==> src/rtl/speed_select_ctrl.sv <==
// Speed-level selector driven by two debounced pushbuttons.
// Right steps the level up, left steps it down, both wrap mod 4.

module speed_select_dbnc #(
  parameter int unsigned DEBOUNCE_CYCLES = 2_000_000
) (
  input  logic clk,
  input  logic rst,
  input  logic run,
  input  logic raw,
  output logic press
);

  localparam logic [23:0] LAST = 24'(DEBOUNCE_CYCLES - 1);

  typedef enum logic [1:0] {
    IDLE,
    WAIT_PRESS,
    HELD,
    WAIT_RELEASE
  } state_t;

  state_t      state;
  logic        meta;
  logic        sync;
  logic [23:0] cnt;

  // run low keeps everything parked until the reset synchronizer releases
  always_ff @(posedge clk or negedge rst) begin
    if (!rst) begin
      meta  <= 1'b0;
      sync  <= 1'b0;
      state <= IDLE;
      cnt   <= '0;
    end else if (!run) begin
      meta  <= 1'b0;
      sync  <= 1'b0;
      state <= IDLE;
      cnt   <= '0;
    end else begin
      meta <= raw;
      sync <= meta;
      unique case (state)
        IDLE: begin
          if (sync) begin
            state <= WAIT_PRESS;
            cnt   <= '0;
          end
        end
        WAIT_PRESS: begin
          if (!sync) begin
            state <= IDLE;
          end else if (cnt == LAST) begin
            state <= HELD;
          end else begin
            cnt <= cnt + 24'd1;
          end
        end
        HELD: begin
          if (!sync) begin
            state <= WAIT_RELEASE;
            cnt   <= '0;
          end
        end
        WAIT_RELEASE: begin
          if (sync) begin
            state <= HELD;
          end else if (cnt == LAST) begin
            state <= IDLE;
          end else begin
            cnt <= cnt + 24'd1;
          end
        end
        default: state <= IDLE;
      endcase
    end
  end

  assign press = run && (state == WAIT_PRESS) && sync && (cnt == LAST);

endmodule

module speed_select_ctrl #(
  parameter int unsigned DEBOUNCE_CYCLES = 2_000_000,
  parameter int unsigned SPEED0 = 100_000_000,
  parameter int unsigned SPEED1 = 50_000_000,
  parameter int unsigned SPEED2 = 25_000_000,
  parameter int unsigned SPEED3 = 12_500_000
) (
  input  logic        clk,
  input  logic        rst,
  input  logic        btn_r,
  input  logic        btn_l,
  output logic [27:0] speed_sel,
  output logic [1:0]  level,
  output logic        speed_update
);

  localparam logic [27:0] S0 = 28'(SPEED0);
  localparam logic [27:0] S1 = 28'(SPEED1);
  localparam logic [27:0] S2 = 28'(SPEED2);
  localparam logic [27:0] S3 = 28'(SPEED3);

  logic [1:0] rsync;
  logic       run;
  logic       inc;
  logic       dec;
  logic [1:0] next;
  logic       step;

  function automatic logic [27:0] speed_of(input logic [1:0] l);
    logic [27:0] s;
    s = S0;
    unique case (l)
      2'd0: s = S0;
      2'd1: s = S1;
      2'd2: s = S2;
      2'd3: s = S3;
      default: s = S0;
    endcase
    return s;
  endfunction

  always_ff @(posedge clk or negedge rst) begin
    if (!rst) begin
      rsync <= 2'b00;
    end else begin
      rsync <= {rsync[0], 1'b1};
    end
  end

  assign run = rsync[1];

  speed_select_dbnc #(
    .DEBOUNCE_CYCLES(DEBOUNCE_CYCLES)
  ) u_dbnc_r (
    .clk  (clk),
    .rst  (rst),
    .run  (run),
    .raw  (btn_r),
    .press(inc)
  );

  speed_select_dbnc #(
    .DEBOUNCE_CYCLES(DEBOUNCE_CYCLES)
  ) u_dbnc_l (
    .clk  (clk),
    .rst  (rst),
    .run  (run),
    .raw  (btn_l),
    .press(dec)
  );

  // simultaneous presses cancel out
  always_comb begin
    next = level;
    step = 1'b0;
    unique case (1'b1)
      (inc && !dec): begin
        next = level + 2'd1;
        step = 1'b1;
      end
      (dec && !inc): begin
        next = level - 2'd1;
        step = 1'b1;
      end
      default: begin
        next = level;
        step = 1'b0;
      end
    endcase
  end

  always_ff @(posedge clk or negedge rst) begin
    if (!rst) begin
      level        <= 2'd0;
      speed_sel    <= S0;
      speed_update <= 1'b0;
    end else if (!run) begin
      level        <= 2'd0;
      speed_sel    <= S0;
      speed_update <= 1'b0;
    end else begin
      level        <= next;
      speed_sel    <= speed_of(next);
      speed_update <= step;
    end
  end

endmodule

==> config.mk <==
export PLATFORM = sky130hd
export DESIGN_NAME = speed_select_ctrl
export DESIGN_NICKNAME = d
export VERILOG_FILES = /design/src/rtl/speed_select_ctrl.sv
export SDC_FILE = /design/constraint.sdc
export NUM_CORES = 1
export LEC_CHECK = 0
export BUFFER_PORTS_ARGS = -buffer_cell sky130_fd_sc_hd__buf_2
export CAP_MARGIN = 5
export CORE_MARGIN = 2
export CORE_UTILIZATION = 30
export CTS_CLUSTER_SIZE = 10
export DETAILED_ROUTE_END_ITERATION = 6
export GPL_ROUTABILITY_DRIVEN = 0
export GPL_TIMING_DRIVEN = 0
export PLACE_DENSITY = 0.5
export SKIP_CTS_REPAIR_TIMING = 1
export SLEW_MARGIN = 20
export SYNTH_ARGS = -nofsm -noshare
export SYNTH_HDL_FRONTEND = slang
export SYNTH_SLANG_ARGS = --single-unit
==> constraint.sdc <==
create_clock -name clk -period 4.8 [get_ports clk]
set_clock_uncertainty 0.05 [all_clocks]
set_input_delay 0.48 -clock clk [delete_from_list [all_inputs] [get_ports clk]]
set_output_delay 0.48 -clock clk [all_outputs]
set_load 0.005 [all_outputs]
## Yosys cells after proc, flatten, opt, wreduce, memory -nomap -nowiden

Index checks and enable logic that the tools add are counted.

| word-level totals | value |
|---|---|
| register bits | 89 |
| input port bits | 4 |
| output and inout port bits | 31 |
| logic and storage cells | 97 |

| operators by class | value |
|---|---|
| $add $sub $neg | 4 |
| equality and inequality tests | 23 |
| muxes and demuxes | 40 |
| reduce and logical (&&, ||, !) cells | 18 |

Operators by type and width:

| operator | count |
|---|---|
| 24-bit 2-to-1 mux | 12 |
| 24-bit one-hot mux with 4 select lines | 2 |
| 28-bit one-hot mux with 4 select lines | 1 |
| 24-bit by 1-bit adder with 24-bit output (second input constant) | 2 |
| 24-bit by 21-bit == test with 1-bit output (second input constant) | 2 |
| 2-bit 2-to-1 mux | 15 |
| 28-bit 2-to-1 mux | 1 |
| 2-bit one-hot mux with 4 select lines | 2 |
| 4-bit AND reduction | 4 |
| 2-bit == test (second input constant) | 6 |
| 3-bit by 2-bit != test with 1-bit output (second input constant) | 4 |
| 3-bit != test (second input constant) | 4 |
| 1-bit logical AND | 8 |
| 4-bit by 2-bit != test with 1-bit output (second input constant) | 2 |
| 4-bit != test (second input constant) | 2 |
| 2-bit by 1-bit == test with 1-bit output (second input constant) | 3 |
| 2-bit logical NOT | 3 |
| 1-bit 2-to-1 mux | 6 |
| 2-bit one-hot mux with 2 select lines | 1 |
| 2-bit by 1-bit adder with 2-bit output (second input constant) | 1 |
| 1-bit logical NOT | 2 |
| 2-bit OR reduction | 1 |
| 2-bit by 1-bit subtractor with 2-bit output (second input constant) | 1 |

## Depth between registers and ports, before layout

| logic depth | value |
|---|---|
| word-level depth | 10 |
| gate-level depth with buffers | 11 |
| depth with buffers taken out | 11 |

## Cells and area by module

From an unflattened synthesis, not the netlist that was laid out.

| unflattened totals | value |
|---|---|
| cells, all modules | 415 |
| area total of the unflattened synthesis | 3973.8 um^2 |

Modules (own cells, without submodules):

| module | times used | cells an instance | area each (um^2) | sequential area each (um^2) |
|---|---|---|---|---|
| speed_select_dbnc | 2 | 174 | 1630.3 | 700.7 |
| speed_select_ctrl | 1 | 67 | 713.2 | 381.6 |

## Worst setup path after synthesis

Ideal clock, no wire load.

| path | value |
|---|---|
| path kind | reg-to-reg |
| start point | register u_dbnc_l.cnt[16] |
| end point | register speed_sel[6] |
| data arrival time | 2672 ps |
| slack | 2005 ps |
| stages on the path, launching flop included | 9 |
| buffers on the path | 0 |
| clock period less this slack | 2795 ps |
| cells stage by stage | dfrtp_1 -> or4b_1 -> nor4_1 -> nand4_1 -> nor4b_1 -> ha_1 -> or3_1 -> a21boi_1 -> nor2b_1 |

| between the ends | value |
|---|---|
| word-level cells in the longest chain between the ends | 8 |
| elaborated cells on any way between the ends | 12 |

RTL lines:

| element | RTL line | text |
|---|---|---|
| start, declared | 26 | `logic [23:0] cnt;` |
| start signal, assigned | 56 | `cnt <= cnt + 24'd1;` |
| start signal, assigned | 71 | `cnt <= cnt + 24'd1;` |
| 24-bit by 21-bit == test with 1-bit output * | 79 | `assign press = run && (state == WAIT_PRESS) && sync && (cnt == LAST);` |
| 1-bit logical AND * | 79 |  |
| 1-bit logical NOT | 159 | `(inc && !dec): begin` |
| 1-bit logical AND | 159 |  |
| 2-bit one-hot mux with 2 select lines * | 158 | `unique case (1'b1)` |
| 2-bit == test (tied with other cells) | 114 | `unique case (l)` |
| 28-bit one-hot mux with 4 select lines * | 114 |  |
| 28-bit 2-to-1 mux * | 179 | `end else if (!run) begin` |
| end signal, assigned | 185 | `speed_sel <= speed_of(next);` |
| end, declared | 94 | `output logic [27:0] speed_sel,` |

Every way passes the cells marked *; elsewhere a longest branch is shown, timed or not. The select of a mux whose other input is x is not followed.
A chain may end at the register's enable or synchronous reset.

## Worst setup path in the final report

Ends and elaborated chain as after synthesis.

==> impl_metrics.csv <==
group,metric,value,unit
route,drcViolationCount,0,
synth,synth_edf_count,0,
synth,yosysMostFrequentCell,"dfrtp_1",
synth,yosys.area_share.xor_xnor,1.17,%
timing,slew_headroom,34.4,%
synth,ys_top_cells_by_area,"dfrtp_1, o21ai_0, nand2_1",
global_routing,grt_pass1_vias,3067,
timing,min_period,3.21,ns
worst_setup_path,crit_path_start_kind,"register",
clock_network,cts_num_sinks,71,
route,drt_iter0_markers,187,
place,post-dp-hpwl,6150,µm
synth,synthTopCellsByCount,"dfrtp_1, o21ai_0, nand2_1, nand4_1, nor2_1",
synth,async_reset_ff_share,100,%
route,ant_nets,0,
synth,synthDistinctLibCells,47,
global_routing,grt_pass1_wl,15300,µm
power_and_ir_drop,clkPwrFrac,51.2,%
clock_network,cts-root-buf,"clkbuf_16",
clock_network,tritoncts,"built",
route,drt_pass1_iterations,4,
power_and_ir_drop,netSwitchingPower,0.307,mW
global_routing,grt_usage,14.5,%
layout,fin_nets,459,
synth,syn-cell-area,3760,µm²
floorplanning,dieArea,13400,µm²
power_and_ir_drop,fin_total_pwr,1.33,mW
power_and_ir_drop,pwr-share-seq,45.2,%
global_routing,grt_start_max_net_pins,39,
place,place_inst,609,
floorplanning,fp.coreArea,12100,µm²
synth,synthMuxAreaShare,1.07,%
timing,hold_violations,0,
power_and_ir_drop,p_comb_share,3.6,%
worst_setup_path,critPathMaxFanout,8,
power_and_ir_drop,peakVddDrop,0.000151,V
worst_setup_path,end_kind,"register",
synth,synth_top_family_by_area,"simple AND/OR/NAND/NOR gates",
clock_network,clk_path_buf_depth,2,
floorplanning,rows,40,
route,drt_wl_total,8970,µm
synth,synth-compound-area-share,19.2,%
power_and_ir_drop,p_int,1.03,mW
timing,setup_tns,0,ns
layout,syn2layout_area_growth,18.9,%
synth,seq_area_frac_synth,47.5,%
worst_setup_path,ff2ff_setup_slack,1.59,ns
power_and_ir_drop,switching_share,23.0,%
synth,synth_warnings,0,
route,via_per_inst,5.15,
synth,postSynthAreaPerCell,9.23,µm²
route,dr_total_vias,3220,
timing,setup_viol,0,
synth,synth_fa_ha_area_share,0.999,%
timing,worst_slack,1.59,ns
synth,yosys.area_share.simple,23.0,%
outcome,outcome,"complete, no violations",
synth,ys_seq_elements,71,
worst_setup_path,r2r_cells,8,
timing,period_share,66.9,%
timing,holdWs,0.0452,ns
worst_setup_path,cp.arrival,3.42,ns
place,io_buffers,24,
clock_network,h-tree-depth,3,
floorplanning,start_util,31.0,%
clock_network,cts_made_buffers,9,
layout,antenna_cells,0,
place,post-place-ws,1.53,ns
floorplanning,num_io_pins,35,
global_routing,overflow,0,
synth,ys.flop_type,"dfrtp_1",
layout,layout.cells.non_filler,625,
timing,final_max_slew_viol_count,0,
floorplanning,fp.dieH,116,µm
clock_network,clk_pin_slew_worst_paths,0.06,ns
worst_hold_path,hold_class,"in -> async",
worst_setup_path,r2r-end,"speed_sel[6]$_DFF_PN0_",
worst_setup_path,crit_required,5.01,ns
synth,synth.top_cell.area_share,44.0,%
power_and_ir_drop,p_per_area,299,nW/µm²
route,wire_per_inst,14.4,µm
power_and_ir_drop,p_leak,1.90,nW
synth,syn-instance-count,407,
floorplanning,fp.dieW,116,µm
synth,yosys.area.top_type,"dfrtp_1",
layout,drive_gt1_share,16.8,%
layout,nFillCells,1267,
worst_setup_path,r2r_start,"u_dbnc_l.cnt[16]$_DFFE_PN0P_",
timing,worst_slew_pin_slew,0.974,ns
global_routing,antenna_found_initial,0,
worst_setup_path,critPathKind,"reg -> reg",
timing,fmax,0.311,GHz
clock_network,clock_latency,0.33,ns
timing,rsz0062_at_grt,"false",
job,maxCapViolCount,0,
[flip-flops by register name, indices dropped and copies added, names as in the netlist]
register / count
level: 2
u_dbnc_r.cnt: 24
speed_update: 1
u_dbnc_l.state: 2
u_dbnc_r.meta: 1
u_dbnc_r.state: 2
u_dbnc_l.cnt: 24
u_dbnc_r.sync: 1
u_dbnc_l.meta: 1
u_dbnc_l.sync: 1
rsync: 2
speed_sel: 10
[logic make-up (layout without fill, tap and decap cells)]
group | count (synthesis) | in the layout
adders and majority gates | 3 | 3
muxes | 4 | 4
xor gates and xnor gates | 5 | 5
buffers and inverters | 45 | 86
and+or+nand+nor | 160 | 160
DFF | 71 | 71
AOI/OAI and AO/OA | 117 | 117
other | 2 | 11
[worst max path at each step]
stage | slack, ns | cells past startpoint | endpoint | start
detailed placement | 1.53 | 8 | speed_sel[6]$_DFF_PN0_ | u_dbnc_l.cnt[16]$_DFFE_PN0P_
CTS | 1.49 | 8 | speed_sel[6]$_DFF_PN0_ | u_dbnc_l.cnt[16]$_DFFE_PN0P_
finish | 1.59 | 8 | speed_sel[6]$_DFF_PN0_ | u_dbnc_l.cnt[16]$_DFFE_PN0P_
floorplan | 2.00 | 8 | speed_sel[6]$_DFF_PN0_ | u_dbnc_l.cnt[16]$_DFFE_PN0P_
global placement | 1.54 | 8 | speed_sel[10]$_DFF_PN0_ | u_dbnc_l.cnt[16]$_DFFE_PN0P_
global route | 1.33 | 8 | speed_sel[6]$_DFF_PN0_ | u_dbnc_l.cnt[16]$_DFFE_PN0P_
[routing by layer]
metal	share of wire, %	routed length [µm]	GRT usage (%)	vias up
met5	0	0	0	-
met4	0.89	80	5.56	0
met3	4.2	378	3.50	7
met2	45	4060	21.3	65
met1	50	4460	20.6	1571
li1	-	-	-	1577
[worst max-delay path: stages, from the launching register on]
cell and delay, ns:
dfrtp_1 0.47, or4b_1 0.58, nor4_1 0.20, nand4_1 0.14
nor4b_1 0.35, ha_1 0.36, or3_1 0.40, a21boi_1 0.38
nor2b_1 0.20
[power groups by stage]
stage          combinational [mW]  clock [mW]  sequential [mW]
2_1_floorplan              0.0257           0            0.614
3_3_place_gp               0.0467           0            0.614
3_5_place_dp               0.0493           0            0.614
4_1_cts                    0.0494       0.702            0.603
5_1_grt                    0.0552       0.739            0.603
6_report                   0.0480       0.683            0.603
[cells in the final DEF (no fill, tap or decap), types with 3 or more instances in the layout]
master	n
nand2_1	39
nor3_1	5
clkbuf_16	9
a21o_1	4
mux2i_1	4
ha_1	3
nand4_1	20
and2_1	9
or3_1	3
clkbuf_1	13
conb_1	11
a41oi_1	5
o21ai_0	54
o31ai_1	12
dfrtp_1	66
nor4_1	7
buf_4	20
nor4_2	3
nor2b_1	7
buf_2	25
a31oi_1	15
nor2_1	20
xnor2_1	4
nand2b_1	4
inv_1	8
nand3_1	17
nor4b_1	4
a21oi_1	14
and3_1	11
dfstp_2	5
[layout make-up]
class	instances	area [µm²]	area share, %
Sequential cell	71	1780	39.9
Multi-Input combinational cell	300	1770	39.6
Clock buffer	9	225	5.04
Buffer	36	224	5.01
Tap cell	168	210	4.71
Timing Repair Buffer	25	143	3.19
Clock inverter	7	80.1	1.79
Inverter	9	33.8	0.756
[metrics by stage]
step	utilization [%]	cell area (µm²)
after global routing	36.9	4470
final	36.9	4470
after global placement	34.0	4120
after CTS	36.7	4450
after floorplan	-	3790
after detailed placement	34.2	4140
(Power assumes the default switching activity.)
